**src/rtl/alu_uart_if.sv**
```systemverilog
// alu_uart_if: collects operand A, operand B and an opcode from a byte
// receiver, drives them to an external ALU, then transmits the result byte
// followed by a flags byte {5'b0, negative, zero, carry}.
//
// state    | meaning
// ---------+-----------------------------------------------------------
// WAIT_A   | idle, next received byte is operand A
// WAIT_B   | operand A held, waiting for operand B (inter-byte timeout)
// WAIT_OP  | operands held, waiting for opcode byte (inter-byte timeout)
// EXEC     | one cycle: capture ALU result/flags, launch result byte
// WAIT_RES | result byte in flight, waiting for transmitter done
// WAIT_FLG | flags byte in flight, waiting for transmitter done
module alu_uart_if #(
    parameter int unsigned DATA_WIDTH     = 8,
    parameter int unsigned OP_WIDTH       = 6,
    parameter int unsigned TIMEOUT_CYCLES = 100000
) (
    input  logic                  i_clk,
    input  logic                  i_rst_n,
    input  logic [7:0]            i_rx_data,
    input  logic                  i_rx_done,
    input  logic                  i_tx_done,
    input  logic [DATA_WIDTH-1:0] i_alu_result,
    input  logic                  i_alu_negative,
    input  logic                  i_alu_zero,
    input  logic                  i_alu_carry,
    output logic [DATA_WIDTH-1:0] o_alu_a,
    output logic [DATA_WIDTH-1:0] o_alu_b,
    output logic [OP_WIDTH-1:0]   o_alu_op,
    output logic [7:0]            o_tx_data,
    output logic                  o_tx_start,
    output logic                  o_busy,
    output logic                  o_rx_drop
);

    typedef enum logic [2:0] {
        S_WAIT_A   = 3'd0,
        S_WAIT_B   = 3'd1,
        S_WAIT_OP  = 3'd2,
        S_EXEC     = 3'd3,
        S_WAIT_RES = 3'd4,
        S_WAIT_FLG = 3'd5
    } state_t;

    // Counter is sized to hold TIMEOUT_CYCLES-1; a zero timeout keeps a 1-bit stub.
    localparam int unsigned    CNT_W    = (TIMEOUT_CYCLES > 1) ? $clog2(TIMEOUT_CYCLES + 1) : 1;
    localparam logic [CNT_W-1:0] CNT_LAST = CNT_W'((TIMEOUT_CYCLES == 0) ? 0 : TIMEOUT_CYCLES - 1);

    state_t                state_q, state_d;
    logic [DATA_WIDTH-1:0] a_q, a_d;
    logic [DATA_WIDTH-1:0] b_q, b_d;
    logic [OP_WIDTH-1:0]   op_q, op_d;
    logic [7:0]            tx_data_q, tx_data_d;
    logic                  tx_start_q, tx_start_d;
    logic                  rx_drop_q, rx_drop_d;
    logic [2:0]            flags_q, flags_d;
    logic [CNT_W-1:0]      cnt_q, cnt_d;
    logic                  timeout_hit;
    logic                  tx_ack;

    // The final idle cycle of the window is the one in which the counter sits at CNT_LAST.
    assign timeout_hit = (TIMEOUT_CYCLES != 0) && (cnt_q == CNT_LAST);
    // A done pulse coinciding with our own start pulse belongs to an earlier byte.
    assign tx_ack      = i_tx_done && !tx_start_q;

    // State and datapath registers, cleared asynchronously.
    always_ff @(posedge i_clk or negedge i_rst_n) begin
        if (!i_rst_n) begin
            state_q    <= S_WAIT_A;
            a_q        <= '0;
            b_q        <= '0;
            op_q       <= '0;
            tx_data_q  <= '0;
            tx_start_q <= 1'b0;
            rx_drop_q  <= 1'b0;
            flags_q    <= '0;
            cnt_q      <= '0;
        end else begin
            state_q    <= state_d;
            a_q        <= a_d;
            b_q        <= b_d;
            op_q       <= op_d;
            tx_data_q  <= tx_data_d;
            tx_start_q <= tx_start_d;
            rx_drop_q  <= rx_drop_d;
            flags_q    <= flags_d;
            cnt_q      <= cnt_d;
        end
    end

    // Next-state and datapath updates; counter only runs while a sequence is partial.
    always_comb begin
        state_d    = state_q;
        a_d        = a_q;
        b_d        = b_q;
        op_d       = op_q;
        tx_data_d  = tx_data_q;
        tx_start_d = 1'b0;
        flags_d    = flags_q;
        cnt_d      = '0;
        rx_drop_d  = i_rx_done && (state_q inside {S_EXEC, S_WAIT_RES, S_WAIT_FLG});
        case (state_q)
            S_WAIT_A: begin
                if (i_rx_done) begin
                    a_d     = DATA_WIDTH'(i_rx_data);
                    state_d = S_WAIT_B;
                end
            end
            S_WAIT_B: begin
                if (i_rx_done) begin
                    b_d     = DATA_WIDTH'(i_rx_data);
                    state_d = S_WAIT_OP;
                end else if (timeout_hit) begin
                    state_d = S_WAIT_A;
                end else begin
                    cnt_d = cnt_q + 1'b1;
                end
            end
            S_WAIT_OP: begin
                if (i_rx_done) begin
                    op_d    = i_rx_data[OP_WIDTH-1:0];
                    state_d = S_EXEC;
                end else if (timeout_hit) begin
                    state_d = S_WAIT_A;
                end else begin
                    cnt_d = cnt_q + 1'b1;
                end
            end
            S_EXEC: begin
                flags_d    = {i_alu_negative, i_alu_zero, i_alu_carry};
                tx_data_d  = 8'(i_alu_result);
                tx_start_d = 1'b1;
                state_d    = S_WAIT_RES;
            end
            S_WAIT_RES: begin
                if (tx_ack) begin
                    tx_data_d  = {5'b0, flags_q};
                    tx_start_d = 1'b1;
                    state_d    = S_WAIT_FLG;
                end
            end
            S_WAIT_FLG: begin
                if (tx_ack) begin
                    state_d = S_WAIT_A;
                end
            end
            default: state_d = S_WAIT_A;
        endcase
    end

    // Outputs: registered values plus the busy decode.
    always_comb begin
        o_alu_a    = a_q;
        o_alu_b    = b_q;
        o_alu_op   = op_q;
        o_tx_data  = tx_data_q;
        o_tx_start = tx_start_q;
        o_rx_drop  = rx_drop_q;
        o_busy     = (state_q inside {S_EXEC, S_WAIT_RES, S_WAIT_FLG});
    end

endmodule
```
**config.mk**
```make
export PLATFORM = sky130hd
export DESIGN_NAME = alu_uart_if
export DESIGN_NICKNAME = d
export VERILOG_FILES = /design/src/rtl/alu_uart_if.sv
export SDC_FILE = /design/constraint.sdc
export NUM_CORES = 1
export LEC_CHECK = 0
export BUFFER_PORTS_ARGS = -buffer_cell sky130_fd_sc_hd__buf_2
export CORE_MARGIN = 2
export CORE_UTILIZATION = 53
export CTS_CLUSTER_DIAMETER = 150
export DETAILED_ROUTE_END_ITERATION = 6
export PLACE_DENSITY = 0.78
export SLEW_MARGIN = 10
export SYNTH_ARGS = -nofsm -noshare
export SYNTH_HDL_FRONTEND = slang
export SYNTH_SLANG_ARGS = --single-unit
```
**constraint.sdc**
```tcl
create_clock -name i_clk -period 1.9 [get_ports i_clk]
set_input_delay 0.285 -clock i_clk [delete_from_list [all_inputs] [get_ports i_clk]]
set_output_delay 0.285 -clock i_clk [all_outputs]
set_load 0.005 [all_outputs]
```
==> qor.yml, run 1 <==
status:
  status: "finished clean"
synthesis:
  synth-async-reset-ratio_pct: 100
  yosysWarningCount: 0
  ys_top_cells_by_area: "dfrtp_1 (56%), mux2_2 (7.3%), mux2_4 (3.6%)"
  synth-seq-area-share_pct: 55.7
  yosysUniqueCellTypes: 44
  synth_ff_type: "dfrtp_1"
  synth_largest_area_cell: "dfrtp_1"
  ys_ff_latch: 55
  syn_avg_cell_area_um2: 12.2
  netlist.area_leader.share_pct: 55.7
  synthesis.nets: 227
  synth-edff-count: 0
  postSynthCellCount: 203
  syn_area_um2: 2470
worst_setup_path:
  cp-start-kind: "flop"
  worstPathMaxFanout: 8
  r2r_setup_slack_ns: 0.21
  cp_slowest_cell: "dfrtp_1"
  cp_cell_sequence: "ha_1 > and4_1 > nand4_1 > nand2_1 > buf_4 > a21oi_1"
  crit_path_end_kind: "flop"
  critPathKind: "reg -> reg"
  crit_arrival_ns: 1.87
  cp_slowest_stage_delay_ns: 0.43
  required_ns: 2.08
final_layout:
  design_area_um2: 2920
  drive_gt1_share_pct: 38.6
  post-route-util_pct: 66.2
  nets: 288
  fin_cells: 316
  syn2layout_area_growth_pct: 18.2
  antennaDiodeCount: 0
grt:
  first_global_vias: 1634
  grt.total_usage_pct: 18.7
  grt_pass1_wl_um: 7640
  grt_max_degree: 56
  antenna_found_initial: 0
  gr-total-overflow: 0
die:
  io_pins: 56
  die_h_um: 72.3
  core.rowCount: 24
  die_w_um: 72.3
  core-area_um2: 4410
  initial_core_util_pct: 56.0
  fp.dieArea_um2: 5230
placement:
  place_ws_ns: 0.201
  routabilityCongestion: 0.914
  dpl_cell_area_um2: 2800
  dp.cells: 308
  io_buffers: 55
  hpwl_um: 3320
route:
  drtIter0Drc: 138
  route.detailed.drc: 0
  wl_um: 4570
  dr_wl_met3_um: 228
  drt-pass1-iter-count: 4
  via_per_inst: 5.38
  wl_met1_um: 2140
  dr.max_layer_used: "met4"
  wl_per_cell_um: 14.5
  via_count: 1699
  ant_nets: 0
  met2_length_um: 2160
timing:
  hold_viol_final: 0
  clock.fmax_mhz: 591
  layout_setup_ws_ns: 0.209
  slew_headroom_pct: 67.8
  finalCriticalPeriod_ns: 1.69
  fin_tns_setup_ns: 0
  rsz0062_at_grt: "false"
  setup_viol: 0
  period_share_pct: 89.0
  fin_hold_ws_ns: 0.178
  slew_viol_final: 0
  clock_skew_ns: 0.00948
  worst_pin_slew_ns: 0.483
clocking:
  cts_sinks: 55
  post_cts_buffers: 0
  clk_pin_slew_worst_paths_ns: 0.09
  tritoncts: "done"
  ctsLongestPathBuffers: 2
  numCtsBuffers: 5
  htreeDepth: 2
  clk_latency_ns: 0.30
  cts-root-buf: "clkbuf_8"
power_and_ir_drop:
  power.density_nw_per_um2: 1350
  p_leak_nw: 1.34
  peakVddDrop_mv: 0.631
  p_total_mw: 3.94
min_path:
  holdCritPathClass: "in -> reg"
run:
  drv_cap: 0
## layout by cell type (no fill, tap or decap), drive strengths merged, types with 6 or more instances in the layout
cell type,n
nor2,17
dfrtp,55
nand4,6
nand3,9
xnor2,10
mux2,22
nand2,21
o21ai,7
buf,60
## registers in the layout, summed over array words and instances, names as in the netlist
register    flops
cnt_q          17
flags_q         3
o_alu_a         8
o_alu_b         8
o_alu_op        6
o_rx_drop       1
o_tx_data       8
o_tx_start      1
state_q         3
## metal layers
metal | global-route usage (%) | up-vias
li1 | - | 842
met1 | 27.4 | 805
met2 | 28.2 | 47
met3 | 3.89 | 5
met4 | 5.66 | 0
met5 | 0 | -
## report_power, final
group	internal (mW)	switching, mW	total (mW)
combinational	0.757	0.582	1.34
sequential	1.57	0.293	1.87
clock	0.385	0.344	0.729
total	2.72	1.22	3.94
## path summary, 6_finish.rpt
path	startpoint	endpoint	cells past startpoint
worst max-delay path	cnt_q[0]	cnt_q[14]	6
worst min-delay path	i_alu_zero	flags_q[1]	3
worst max register to register	cnt_q[0]	cnt_q[14]	6
worst min register to register	o_tx_data[2]	o_tx_data[2]	2
max in group asynchronous	i_rst_n	cnt_q[5]	3
min in group asynchronous	i_rst_n	cnt_q[8]	3
## worst max-delay path: cells and delay by family, from the launching register on
kind | cells | cell delay [ns]
buffers and inverters | 1 | 0.16
AO/OA/AOI/OAI | 1 | 0.05
flip-flops | 1 | 0.43
AND/OR/NAND/NOR | 3 | 0.67
adder cells (fa/ha/maj) | 1 | 0.25
## synth_stat cells, types with 2 or more instances
library cell,n
and2_1,2
nor4b_1,2
nor3_1,2
buf_4,2
dfrtp_1,55
nand4_1,6
buf_2,2
buf_6,3
xor2_1,5
inv_2,2
a22o_1,5
o21ai_0,7
xnor2_1,10
nor4_1,3
nor2_1,17
nand2_1,21
a21oi_1,3
mux2_2,16
nand3_1,8
mux2i_1,3
mux2_4,6
## kinds of logic (layout without fill, tap and decap cells)
logic type / count (synthesis) / in the layout / synth area share (%)
flops: 55 / 55 / 55.7
fa+ha+maj: 1 / 1 / 0.506
buf+inv: 10 / 71 / 2.83
compound gates: 18 / 18 / 4.71
xor+xnor: 15 / 15 / 5.31
simple gates: 79 / 79 / 18.8
mux: 25 / 25 / 12.1
## layout make-up
type                    count  area (µm²)
fillers                   348        1490
clock inverters             2        37.5
clock buffers               5        68.8
repair buffers             61         335
flip-flops and latches     55        1380
multi-input cells         138        1030
inverters                   3        11.3
well taps                  52        65.1
## repair_timing
action	CTS	global route
hold buffers	1	0
hold endpoints to repair	55	0
setup endpoints to repair	0	4
gates resized for setup	0	1
No activity file was read; power rests on OpenSTA's default activity.
==> run 2, diff against run 1 <==
--- a/config.mk
+++ b/config.mk
@@ -11,6 +11,7 @@
 export CTS_CLUSTER_DIAMETER = 150
 export DETAILED_ROUTE_END_ITERATION = 6
 export PLACE_DENSITY = 0.78
+export RECOVER_POWER = 100
 export SLEW_MARGIN = 10
 export SYNTH_ARGS = -nofsm -noshare
 export SYNTH_HDL_FRONTEND = slang
==> qor.yml, run 2 (synthesized netlist as in run 1, its figures left out) <==
status:
  status: "finished clean"
power_and_ir_drop:
  p_leak_nw: 1.28
  power.clock.fraction_pct: 19.2
  peakVddDrop_mv: 0.621
  combPwrFrac_pct: 32.3
  power_switching_mw: 1.20
  seqPwrFrac_pct: 48.5
  power.density_nw_per_um2: 1340
  p_int_mw: 2.62
  swShare_pct: 31.4
  p_total_mw: 3.83
clocking:
  tritoncts: "done"
  cts-root-buf: "clkbuf_8"
  numCtsBuffers: 5
  ctsLongestPathBuffers: 2
  clk_latency_ns: 0.30
  post_cts_buffers: 0
  clk_pin_slew_worst_paths_ns: 0.09
  cts_sinks: 55
  htreeDepth: 2
final_layout:
  top_register: "cnt_q"
  antennaDiodeCount: 0
  drive_gt1_share_pct: 30.3
  final_common_cell: "dfrtp_1"
  syn2layout_area_growth_pct: 15.8
  fillerInstances: 363
  largest_reg_flops: 17
  final_cell_mix: "dfrtp_1 (54), buf_2 (40), nand2_1 (21)"
  nets: 288
grt:
  grt_max_degree: 56
  grt_pass1_wl_um: 7640
  grt.total_usage_pct: 18.7
  antenna_found_initial: 0
  first_global_vias: 1634
  use_met3_pct: 3.89
  gr-total-overflow: 0
  grtUsageMet2_pct: 28.2
  met1_usage_pct: 27.4
  busiest_layer: "met2"
die:
  die_w_um: 72.3
  io_pins: 56
  initial_core_util_pct: 56.0
  die_h_um: 72.3
  core-area_um2: 4410
  fp.dieArea_um2: 5230
  core.rowCount: 24
timing:
  clock.fmax_mhz: 592
  period_share_pct: 89.0
  fin_tns_setup_ns: 0
  rsz0062_at_grt: "false"
  hold_viol_final: 0
  slew_viol_final: 0
  setup_viol: 0
  worst_pin_slew_ns: 0.481
  slew_headroom_pct: 67.9
  finalCriticalPeriod_ns: 1.69
  clock_skew_ns: 0.0106
route:
  via_count: 1720
  via_per_inst: 5.44
  ant_nets: 0
  drt-pass1-iter-count: 4
  wl_per_cell_um: 14.4
  route.detailed.drc: 0
  drtIter0Drc: 121
  wl_um: 4550
run:
  drv_cap: 0
placement:
  hpwl_um: 3320
  io_buffers: 55
  routabilityCongestion: 0.914
worst_setup_path:
  required_ns: 2.08
  crit_arrival_ns: 1.87
  cp_slowest_cell: "dfrtp_1"
  cp-start-kind: "flop"
  worst-path-buf-inv: 1
  critPathKind: "reg -> reg"
  cp_slowest_stage_delay_ns: 0.43
  path_delay_family: "simple AND/OR/NAND/NOR gates"
  worstPathMaxFanout: 8
  crit_path_end_kind: "flop"
  cp_cell_sequence: "ha_1 > and4_1 > nand4_1 > nand2_1 > buf_4 > a21oi_1"
min_path:
  holdCritPathClass: "in -> reg"
[run 2: cell count changes in the layout (fill, tap and decap cells not counted), sizes merged]
cell    previous run  this run
clkbuf             5        21
buf               60        44
[run 2: worst paths after layout]
kind                                    from            to  slack [ns]  cells past startpoint
worst max register to register      cnt_q[0]     cnt_q[14]        0.21                      6
worst min-delay path              i_alu_zero    flags_q[1]        0.18                      3
worst max-delay path                cnt_q[0]     cnt_q[14]        0.21                      6
worst min register to register  o_tx_data[2]  o_tx_data[2]        0.50                      2
max in group asynchronous            i_rst_n    state_q[1]        1.11                      3
min in group asynchronous            i_rst_n      cnt_q[8]        0.55                      3
[run 2: power by group through the flow]
stage	clock, mW	combinational, mW	sequential [mW]
6_report	0.733	1.24	1.86
5_1_grt	0.801	1.39	1.91
4_1_cts	0.753	1.36	1.87
3_5_place_dp	0	1.36	1.89
3_3_place_gp	0	1.31	1.87
2_1_floorplan	0	0.874	1.83
[run 2: cell type report]
| class | count | area, µm² | share of cell area (%) |
|---|---|---|---|
| tap | 52 | 65.1 | 2.27 |
| multi-input combinational | 138 | 988 | 34.5 |
| clock buffer | 5 | 68.8 | 2.40 |
| timing repair buffer | 61 | 315 | 11.0 |
| inverter | 3 | 11.3 | 0.393 |
| sequential | 55 | 1380 | 48.1 |
| clock inverter | 2 | 37.5 | 1.31 |
[run 2: tightest hold or removal path, stage by stage]
cell and delay, ns:
buf_2 0.07, nand2_1 0.04, nand2_1 0.04
[run 2: what timing repair did]
item / 4_1_cts / 5_1_grt
hold endpoints to repair: 55 / 0
endpoints found under the setup margin: 0 / 4
gates resized for setup: 0 / 1
hold buffers: 1 / 0
[run 2: stage by stage]
stage	hold WS, ns	util [%]	std cells	area [µm²]	setup slack, ns
after detailed placement	0.301	63.5	308	2800	0.201
after floorplan	-0.0106	-	203	2470	0.367
after global routing	0.167	64.9	316	2860	0.0310
final	0.178	64.9	316	2860	0.209
after global placement	0.300	63.5	308	2800	0.243
after CTS	0.169	66.2	316	2920	0.0916
[run 2: routing by layer]
metal	vias to the layer above	wire length [µm]
li1	834	-
met1	838	2110
met2	43	2170
met3	5	218
met4	0	50
met5	-	0
==> run 3, diff against run 2 <==
--- a/config.mk
+++ b/config.mk
@@ -7,10 +7,9 @@
 export LEC_CHECK = 0
 export BUFFER_PORTS_ARGS = -buffer_cell sky130_fd_sc_hd__buf_2
 export CORE_MARGIN = 2
-export CORE_UTILIZATION = 53
+export CORE_UTILIZATION = 41
 export CTS_CLUSTER_DIAMETER = 150
 export DETAILED_ROUTE_END_ITERATION = 6
-export PLACE_DENSITY = 0.78
 export RECOVER_POWER = 100
 export SLEW_MARGIN = 10
 export SYNTH_ARGS = -nofsm -noshare
==> qor.yml, run 3 (synthesized netlist as in run 1, its figures left out) <==
clocking:
  post_cts_buffers: 0
  clk_latency_ns: 0.30
  tritoncts: "done"
  ctsLongestPathBuffers: 2
  clk_pin_slew_worst_paths_ns: 0.09
  cts_sinks: 55
  htreeDepth: 2
  numCtsBuffers: 5
  cts-root-buf: "clkbuf_8"
timing:
  period_share_pct: 92.9
  worst_pin_slew_ns: 0.719
  setup_viol: 0
  rsz0062_at_grt: "false"
  slew_viol_final: 0
  fin_hold_ws_ns: 0.165
  clock.fmax_mhz: 567
  finalCriticalPeriod_ns: 1.76
  slew_headroom_pct: 52.0
  layout_setup_ws_ns: 0.136
  hold_viol_final: 0
  fin_tns_setup_ns: 0
  clock_skew_ns: 0.00655
route:
  wl_per_cell_um: 13.8
  wl_um: 4720
  route.detailed.drc: 0
  via_per_inst: 4.96
  ant_nets: 0
  via_count: 1702
  drt-pass1-iter-count: 4
  drtIter0Drc: 69
worst_setup_path:
  required_ns: 2.09
  r2r_setup_slack_ns: 0.14
  critPathKind: "reg -> reg"
  crit_arrival_ns: 1.96
  crit_path_end_kind: "flop"
  worstPathMaxFanout: 12
  cp-start-kind: "flop"
die:
  fp.dieArea_um2: 6670
  core-area_um2: 5890
  initial_core_util_pct: 42.0
  core.rowCount: 28
  die_h_um: 81.7
  die_w_um: 81.7
  io_pins: 56
final_layout:
  nets: 291
  fin_cells: 343
  drive_gt1_share_pct: 26.5
  largest_reg_flops: 17
  syn2layout_area_growth_pct: 15.0
  top_register: "cnt_q"
  antennaDiodeCount: 0
  final_common_cell: "dfrtp_1"
  final_cell_mix: "dfrtp_1 (54), buf_2 (33), clkbuf_1 (26)"
grt:
  grt_pass1_wl_um: 7960
  grt_max_degree: 56
  gr-total-overflow: 0
  first_global_vias: 1713
  grt.total_usage_pct: 15.5
  antenna_found_initial: 0
power_and_ir_drop:
  p_leak_nw: 1.24
  power.density_nw_per_um2: 1290
  peakVddDrop_mv: 0.562
  p_total_mw: 3.68
placement:
  dp.cells: 334
  place_ws_ns: 0.211
  routabilityCongestion: 0.778
  hpwl_um: 3390
  io_buffers: 55
min_path:
  holdCritPathClass: "in -> reg"
run:
  drv_cap: 0
status:
  status: "finished clean"
[run 3: changes by cell type in the layout (fill, tap and decap cells not counted), sizes merged]
cell / previous run / this run
clkbuf: 21 / 33
buf: 44 / 36
bufinv: 1 / 0
clkinv: 0 / 1
[run 3: final timing paths]
kind,startpoint,end,depth (start not counted)
worst min-delay path,i_alu_zero,flags_q[1],3
worst max register to register,state_q[0],o_tx_data[5],5
min in group asynchronous,i_rst_n,cnt_q[8],3
worst min register to register,flags_q[0],flags_q[0],2
max in group asynchronous,i_rst_n,state_q[1],3
worst max-delay path,state_q[0],o_tx_data[5],5
[run 3: per-stage QoR]
stage          utilization, %  area, µm²
3_5_place_dp             48.5       2860
3_3_place_gp             48.5       2860
6_report                 48.3       2840
5_1_grt                  48.3       2840
2_1_floorplan               -       2470
4_1_cts                  50.1       2950
[run 3: power by group]
group	total, mW	internal, mW	switching [mW]
sequential	1.83	1.57	0.254
clock	0.620	0.258	0.361
combinational	1.23	0.632	0.597
total	3.68	2.46	1.21
[run 3: routing by layer]
metal	wire length, µm	vias up	GRT usage (%)	part of all wire [%]
li1	-	838	-	-
met1	2320	810	22.9	49
met2	2110	48	23.0	45
met3	247	6	3.19	5.2
met4	43	0	4.50	0.91
met5	0	-	0	0
[run 3: what timing repair did]
item	CTS	global route
setup endpoints to repair	0	1
resized for setup	0	1
endpoints found under the hold margin	55	0
hold buffers	1	0
[run 3: layout make-up]
type | count | area [µm²]
Clock buffer | 6 | 72.6
Timing Repair Buffer | 64 | 304
Clock inverter | 2 | 12.5
Multi-Input combinational cell | 138 | 972
Tap cell | 75 | 93.8
Fill cell | 569 | 3040
Sequential cell | 55 | 1380
Inverter | 3 | 11.3
[run 3: critical path, cell delays in order (launching register included)]
cell and delay, ns:
dfrtp_1 0.40, buf_4 0.17, nor3b_1 0.60, a21oi_2 0.09, buf_2 0.22, a22o_1 0.20
